File: config.mk
export PLATFORM = sky130hd
export DESIGN_NAME = serv_bus_arbiter
export DESIGN_NICKNAME = d
export VERILOG_FILES = /design/src/rtl/serv_bus_arbiter.sv
export SDC_FILE = /design/constraint.sdc
export NUM_CORES = 1
export LEC_CHECK = 0
export CAP_MARGIN = 30
export CELL_PAD_IN_SITES_DETAIL_PLACEMENT = 0
export CELL_PAD_IN_SITES_GLOBAL_PLACEMENT = 2
export CORE_ASPECT_RATIO = 1.5
export CORE_MARGIN = 8
export CORE_UTILIZATION = 25
export DETAILED_ROUTE_END_ITERATION = 8
export MAX_ROUTING_LAYER = met4
export PLACE_DENSITY_LB_ADDON = 0.3
export SYNTH_ARGS = -nofsm -noshare
export SYNTH_HDL_FRONTEND = slang
export SYNTH_SLANG_ARGS = --single-unit
File: constraint.sdc
create_clock -name i_clk -period 2.4 [get_ports i_clk]
set_input_delay 0.48 -clock i_clk [delete_from_list [all_inputs] [get_ports i_clk]]
set_output_delay 0.48 -clock i_clk [all_outputs]
set_load 0.1 [all_outputs]
File: src/rtl/serv_bus_arbiter.sv
// serv_bus_arbiter
//   Shares one Wishbone master port between the SERV instruction bus (ibus)
//   and data bus (dbus). Requests are captured into registers in IDLE. When
//   both ports request at once, the grant alternates between them. The
//   Wishbone response is returned to the owning port one cycle later. A
//   watchdog aborts a bus cycle that is never acknowledged. The abort
//   completes the cycle with zero read data and a one-cycle error pulse.
//
// Parameters
//   TIMEOUT_W     width of the watchdog counter
//   TIMEOUT       GRANT cycles without ack before abort; 0 disables the watchdog
//
// Ports
//   i_clk, i_rst_n                        clock, async active-low reset
//   i_ibus_adr/cyc, o_ibus_rdt/ack        instruction fetch port
//   i_dbus_adr/dat/sel/we/cyc             data load/store request
//   o_dbus_rdt/ack                        data response
//   o_wb_adr/dat/sel/we/cyc               shared Wishbone request (registered)
//   i_wb_rdt/ack                          shared Wishbone response
//   o_timeout_err                         one-cycle pulse on watchdog abort
module serv_bus_arbiter #(
  parameter int unsigned TIMEOUT_W = 8,
  parameter int unsigned TIMEOUT   = 255
) (
  input  logic        i_clk,
  input  logic        i_rst_n,
  input  logic [31:0] i_ibus_adr,
  input  logic        i_ibus_cyc,
  output logic [31:0] o_ibus_rdt,
  output logic        o_ibus_ack,
  input  logic [31:0] i_dbus_adr,
  input  logic [31:0] i_dbus_dat,
  input  logic [3:0]  i_dbus_sel,
  input  logic        i_dbus_we,
  input  logic        i_dbus_cyc,
  output logic [31:0] o_dbus_rdt,
  output logic        o_dbus_ack,
  output logic [31:0] o_wb_adr,
  output logic [31:0] o_wb_dat,
  output logic [3:0]  o_wb_sel,
  output logic        o_wb_we,
  output logic        o_wb_cyc,
  input  logic [31:0] i_wb_rdt,
  input  logic        i_wb_ack,
  output logic        o_timeout_err
);

  localparam int unsigned AW = 32;
  localparam int unsigned DW = 32;
  localparam int unsigned SW = 4;

  localparam bit                   WD_EN    = (TIMEOUT != 0);
  localparam logic [TIMEOUT_W-1:0] CNT_LAST = (TIMEOUT == 0) ? '0 : TIMEOUT_W'(TIMEOUT - 1);

  typedef enum logic [1:0] {
    S_IDLE  = 2'd0,
    S_GRANT = 2'd1,
    S_RESP  = 2'd2
  } state_t;

  typedef enum logic {
    OWN_IBUS = 1'b0,
    OWN_DBUS = 1'b1
  } owner_t;

  typedef struct packed {
    logic [AW-1:0] adr;
    logic [DW-1:0] dat;
    logic [SW-1:0] sel;
    logic          we;
  } wb_req_t;

  state_t               state_q, state_d;
  owner_t               owner_q, owner_d;
  owner_t               last_q, last_d;
  logic [TIMEOUT_W-1:0] cnt_q, cnt_d;
  wb_req_t              wb_q, wb_d;
  logic                 wb_cyc_d;
  logic [DW-1:0]        ibus_rdt_d, dbus_rdt_d;
  logic                 ibus_ack_d, dbus_ack_d, err_d;
  logic                 grant_dbus;

  assign o_wb_adr = wb_q.adr;
  assign o_wb_dat = wb_q.dat;
  assign o_wb_sel = wb_q.sel;
  assign o_wb_we  = wb_q.we;

  // State and output registers
  always_ff @(posedge i_clk or negedge i_rst_n) begin
    if (!i_rst_n) begin
      state_q       <= S_IDLE;
      owner_q       <= OWN_IBUS;
      last_q        <= OWN_IBUS;
      cnt_q         <= '0;
      wb_q          <= '0;
      o_wb_cyc      <= 1'b0;
      o_ibus_rdt    <= '0;
      o_dbus_rdt    <= '0;
      o_ibus_ack    <= 1'b0;
      o_dbus_ack    <= 1'b0;
      o_timeout_err <= 1'b0;
    end else begin
      state_q       <= state_d;
      owner_q       <= owner_d;
      last_q        <= last_d;
      cnt_q         <= cnt_d;
      wb_q          <= wb_d;
      o_wb_cyc      <= wb_cyc_d;
      o_ibus_rdt    <= ibus_rdt_d;
      o_dbus_rdt    <= dbus_rdt_d;
      o_ibus_ack    <= ibus_ack_d;
      o_dbus_ack    <= dbus_ack_d;
      o_timeout_err <= err_d;
    end
  end

  // Next-state, grant selection, watchdog and response routing
  always_comb begin
    state_d    = state_q;
    owner_d    = owner_q;
    last_d     = last_q;
    cnt_d      = cnt_q;
    wb_d       = wb_q;
    wb_cyc_d   = o_wb_cyc;
    ibus_rdt_d = o_ibus_rdt;
    dbus_rdt_d = o_dbus_rdt;
    ibus_ack_d = 1'b0;
    dbus_ack_d = 1'b0;
    err_d      = 1'b0;
    // dbus wins when alone, or on contention when ibus had the previous grant
    grant_dbus = i_dbus_cyc && (!i_ibus_cyc || (last_q == OWN_IBUS));

    unique case (state_q)
      S_IDLE: begin
        if (i_ibus_cyc || i_dbus_cyc) begin
          if (grant_dbus) begin
            owner_d = OWN_DBUS;
            wb_d    = '{adr: i_dbus_adr, dat: i_dbus_dat, sel: i_dbus_sel, we: i_dbus_we};
          end else begin
            owner_d = OWN_IBUS;
            wb_d    = '{adr: i_ibus_adr, dat: '0, sel: {SW{1'b1}}, we: 1'b0};
          end
          last_d   = owner_d;
          cnt_d    = '0;
          wb_cyc_d = 1'b1;
          state_d  = S_GRANT;
        end
      end

      S_GRANT: begin
        if (i_wb_ack) begin
          // An ack arriving on the watchdog's last cycle is a normal completion
          wb_cyc_d = 1'b0;
          state_d  = S_RESP;
          if (owner_q == OWN_DBUS) begin
            dbus_ack_d = 1'b1;
            dbus_rdt_d = wb_q.we ? '0 : i_wb_rdt;
          end else begin
            ibus_ack_d = 1'b1;
            ibus_rdt_d = i_wb_rdt;
          end
        end else if (WD_EN && (cnt_q == CNT_LAST)) begin
          wb_cyc_d = 1'b0;
          err_d    = 1'b1;
          state_d  = S_RESP;
          if (owner_q == OWN_DBUS) begin
            dbus_ack_d = 1'b1;
            dbus_rdt_d = '0;
          end else begin
            ibus_ack_d = 1'b1;
            ibus_rdt_d = '0;
          end
        end else begin
          cnt_d = cnt_q + TIMEOUT_W'(1);
        end
      end

      S_RESP: begin
        // Requester still holds cyc this cycle; treat it as stale
        state_d = S_IDLE;
      end

      default: begin
        state_d  = S_IDLE;
        wb_cyc_d = 1'b0;
      end
    endcase
  end

endmodule

### Word-level counts from Yosys, hierarchy flattened

Index checks and enable logic that the tools add are counted.

* flip-flop bits (word level): 148
* bits of input ports: 138
* output and inout bits: 137
* logic and storage cells: 70

* add/sub/neg operators: 1
* equality and inequality tests: 7
* muxes and demuxes: 34
* bitwise operators: 2
* reduce and logical (&&, ||, !) cells: 13

Operators by type and width (number)
* 32-bit two-way mux: 9
* 69-bit two-way mux: 1
* 8-bit two-way mux: 3
* 8-bit case mux with 2 select lines: 1
* 1-bit two-way mux: 15
* 3-bit AND reduction: 3
* 8-bit by 1-bit adder with 8-bit output (second input constant): 1
* 8-bit == test (second input constant): 1
* 2-bit two-way mux: 3
* 2-bit inequality test (second input constant): 3
* 2-bit case mux with 2 select lines: 1
* 2-bit AND reduction: 2
* 4-bit AND reduction: 1
* 2-bit nonzero test: 2
* 3-bit inequality test (second input constant): 1
* 1-bit case mux with 3 select lines: 1
* 2-bit by 1-bit == test with 1-bit output (second input constant): 1
* 2-bit == test (second input constant): 1
* 2-bit logical NOT: 1
* 1-bit logical OR: 2
* 1-bit inverter: 2
* 1-bit logical AND: 1
* 1-bit logical NOT: 1

### Longest topological paths before layout

* depth after elaboration: 4
* gate-level depth with buffers: 7
* depth with buffers taken out: 7

### Least setup slack after synthesis

No wires, ideal clock.

* path kind: register -> register
* start point: register cnt_q[0]
* end point: register o_dbus_rdt[10]
* setup time: 0.122 ns
* arrival: 1.467 ns
* data required time: 2.278 ns
* setup slack: 0.811 ns
* cell stages (with the launch flop): 8
* buffers on the path: 1
* cells stage by stage: dfrtp_1 -> inv_1 -> ha_1 -> nand4_2 -> o21ai_4 -> nand3_4 -> buf_6 -> a22o_1

* cells in the longest elaborated chain, start to end: 3

Ends and longest elaborated chain
* start: declaration: RTL line 76 `logic [TIMEOUT_W-1:0] cnt_q, cnt_d;`
* start signal: assignment: RTL line 106 `cnt_q <= cnt_d;`
* 8-bit == test: RTL line 162 `end else if (WD_EN && (cnt_q == CNT_LAST)) begin`
* 2-bit nonzero test (no source line)
* 3-bit AND reduction (no source line)
* end signal: assignment: RTL line 110 `o_dbus_rdt <= dbus_rdt_d;`
* end: declaration: RTL line 36 `output logic [31:0] o_dbus_rdt,`

No other way between the ends.
A chain may end at the register's enable or synchronous reset.

### Worst setup path after layout

Same ends and word-level chain as after synthesis.

==> summary.md <==
| Metric | Value |
|---|---|
| Antenna-violating nets left | 0 |
| Yosys top cell area share | 0.6342 |
| Setup TNS | 0 ps |
| Final Hold Vio Count | 0 |
| Detail Placement HPWL | 14020 um |
| RSZ-0062 raised after global routing | no |
| Area grow syn2layout | 56.74% |
| Deepest clock path buffer count | 2 |
| Register area | 0.003704 mm^2 |
| Core area | 0.02297 mm^2 |
| Fraction of layout cells with a size suffix above 1 | 0.2662 |
| Synth Net Count | 580 |
| CP Data Arrival Time | 2290 ps |
| Distinct cells, synth | 39 |
| Nets | about 850 |
| Initial antenna violation count | 0 |
| Reg clk slew, reported paths | around 60 ps |
| Worst Path Required | about 2700 ps |
| CTS Buf Count | 17 |
| Final period util | 0.8298 |
| Vias per std cell | 4.683 |
| Wire length per cell | 18.47 um |
| Rel. slew slack | 0.7017 |
| Drt initial violations | 180 |
| Hold Crit Class | reg2reg |
| Crit start category | flop |
| TritonCTS clock tree | yes |
| Row cnt | 68 |
| Number of primary I/O pins | 275 |
| Yosys top cell by area | dfrtp_1 |
| Drt drc | 0 |
| Critical path peak fanout | 33 |
| H-tree Lvls | 4 |
| Most used DFF post-synth | dfrtp_1 |
| First-pass GRT wire length | ~29000 um |
| Sequential share of the synthesized area | 0.6342 |
| Final clock skew | approximately 8 ps |
| Worst-margin pin slew | 447.5 ps |
| Multi-input gate area | 0.001933 mm^2 |
| Post-synth EDFFs | 0 |
| Via count | 4706 |
| Gr usage total | 0.1336 |
| Final core utilization | 0.3984 |
| Vias in the first global route | 5183 |
| Syn Std Cell Area | 0.005839 mm^2 |
| Tmin final | 1992 ps |
| Yosys reg bits | 148 |
| Warnings, synthesis | 0 |
| Most numerous cell in the Yosys netlist | dfrtp_1 |
| CP Class | reg2reg |
| Num Clock Sinks | 148 |
| Synth area leaders | dfrtp_1, a22o_1, mux2i_1 |
| Mapped Cells | 440 |
| Number of fill cells | 2204 |
| Final setup viols | 0 |
| Fin. max-slew vios | 0 |
| Die W | 140.8 um |
| Post-CTS Setup Inserts | 0 |
| Die ar. | around 0.029 mm^2 |
| Ant diodes | 0 |
| IO buf count | 274 |
| Placer's final routability congestion estimate | approximately 0.75 |
| GRT Residual Overflow | 0 |
| CP endpoint kind | flop |
| Fmax | 502.1 MHz |
| Clock root buffer | clkbuf_16 |
| Drt total wl | 18560 um |
| Initial Util | 0.2542 |
| Largest net degree at the start of global routing | 51 |
| Syn avg cell area | about 13 um^2 |
| Drt pass-1 iters | 4 |
| Ys async rst share | 1.000 |
| Worst skew pair latency | 410 ps |
| Status | complete, no violations |
| Commonest cells post-synth | dfrtp_1, a22o_1, nand2_1 |
| Max Cap Viol | 0 |
| Die Ht | around 200 um |
[final cells by class]
cell class                 instances  area share
tap                              280     0.03828
sequential                       148      0.4046
clock buffer                      20     0.04990
timing repair buffer             287      0.2801
multi-input combinational        254      0.2112
clock inverter                    11     0.01381
inverter                           5    0.002051
[routing by layer]
metal	GRT usage	wire, um	up-vias
met4	0.04276	201	0
met5	-	0	-
li1	-	-	2171
met1	0.1477	7394	2326
met3	0.04050	1233	12
met2	0.2265	9729	197
[metrics by stage]
| step | cell area (um^2) | hold slack, ps | std cells | setup WS (ps) |
|---|---|---|---|---|
| finish | 9153 | 474.9 | 1005 | 408.4 |
| global route | 9153 | 509.6 | 1005 | 277.1 |
| CTS | 9153 | 485.3 | 1005 | 393.1 |
| detailed placement | 8559 | 432.0 | 973 | 235.6 |
| global placement | 8559 | 420.0 | 973 | 279.8 |
| floorplan | 5839 | 184.4 | 440 | 810.7 |
[sequential cells by signal, summed over array words and instances (netlist names)]
register       flops
o_wb_sel           4
state_q            2
o_wb_cyc           1
o_wb_we            1
o_ibus_rdt        32
o_wb_dat          32
o_ibus_ack         1
o_timeout_err      1
cnt_q              8
o_wb_adr          32
last_q             1
o_dbus_rdt        32
o_dbus_ack         1
[cells in the final DEF (no fill, tap or decap), types with 3 or more instances in the layout]
cell type        count
mux2i_1             32
nand2_1             40
buf_12               5
and2_1               3
o21ai_0             36
clkbuf_16           17
buf_4              144
nand3_1              4
clkinvlp_4           4
dfrtp_1            148
o22a_1               5
clkdlybuf4s50_1    136
inv_1                5
a22o_1              97
nor2_1               3
[cell families after synthesis]
kind of cell / Yosys count / synth area share
compound gates: 153 / 0.2066
fa+ha+maj: 2 / 0.004285
buf+inv: 38 / 0.04071
flops: 148 / 0.6342
mux: 32 / 0.05485
simple gates: 67 / 0.05936
[critical path, stage by stage (launching register included)]
cell and delay (ps):
dfrtp_1 450, inv_1 90, ha_1 180, nand4_2 140
o21ai_4 250, nand3_4 380, a22o_1 390
[path summary, 6_finish.rpt]
kind,slack [ps],cells after the start,end,from
setup / recovery,410,6,o_dbus_rdt[10],cnt_q[0]
min in group asynchronous,570,2,o_dbus_rdt[23],i_rst_n
hold reg to reg,470,2,o_wb_adr[25],o_wb_adr[25]
max in group asynchronous,1200,3,o_wb_dat[4],i_rst_n
setup reg to reg,410,6,o_dbus_rdt[10],cnt_q[0]
hold / removal,470,2,o_wb_adr[25],o_wb_adr[25]
[repair_timing]
item	CTS	global route
hold buffers	1	0
resized for setup	0	0
hold endpoints to repair	39	0
Power is left out: the tool's default activity adds up to more than one toggle a clock period on the data nets, which glitch-free logic cannot reach.
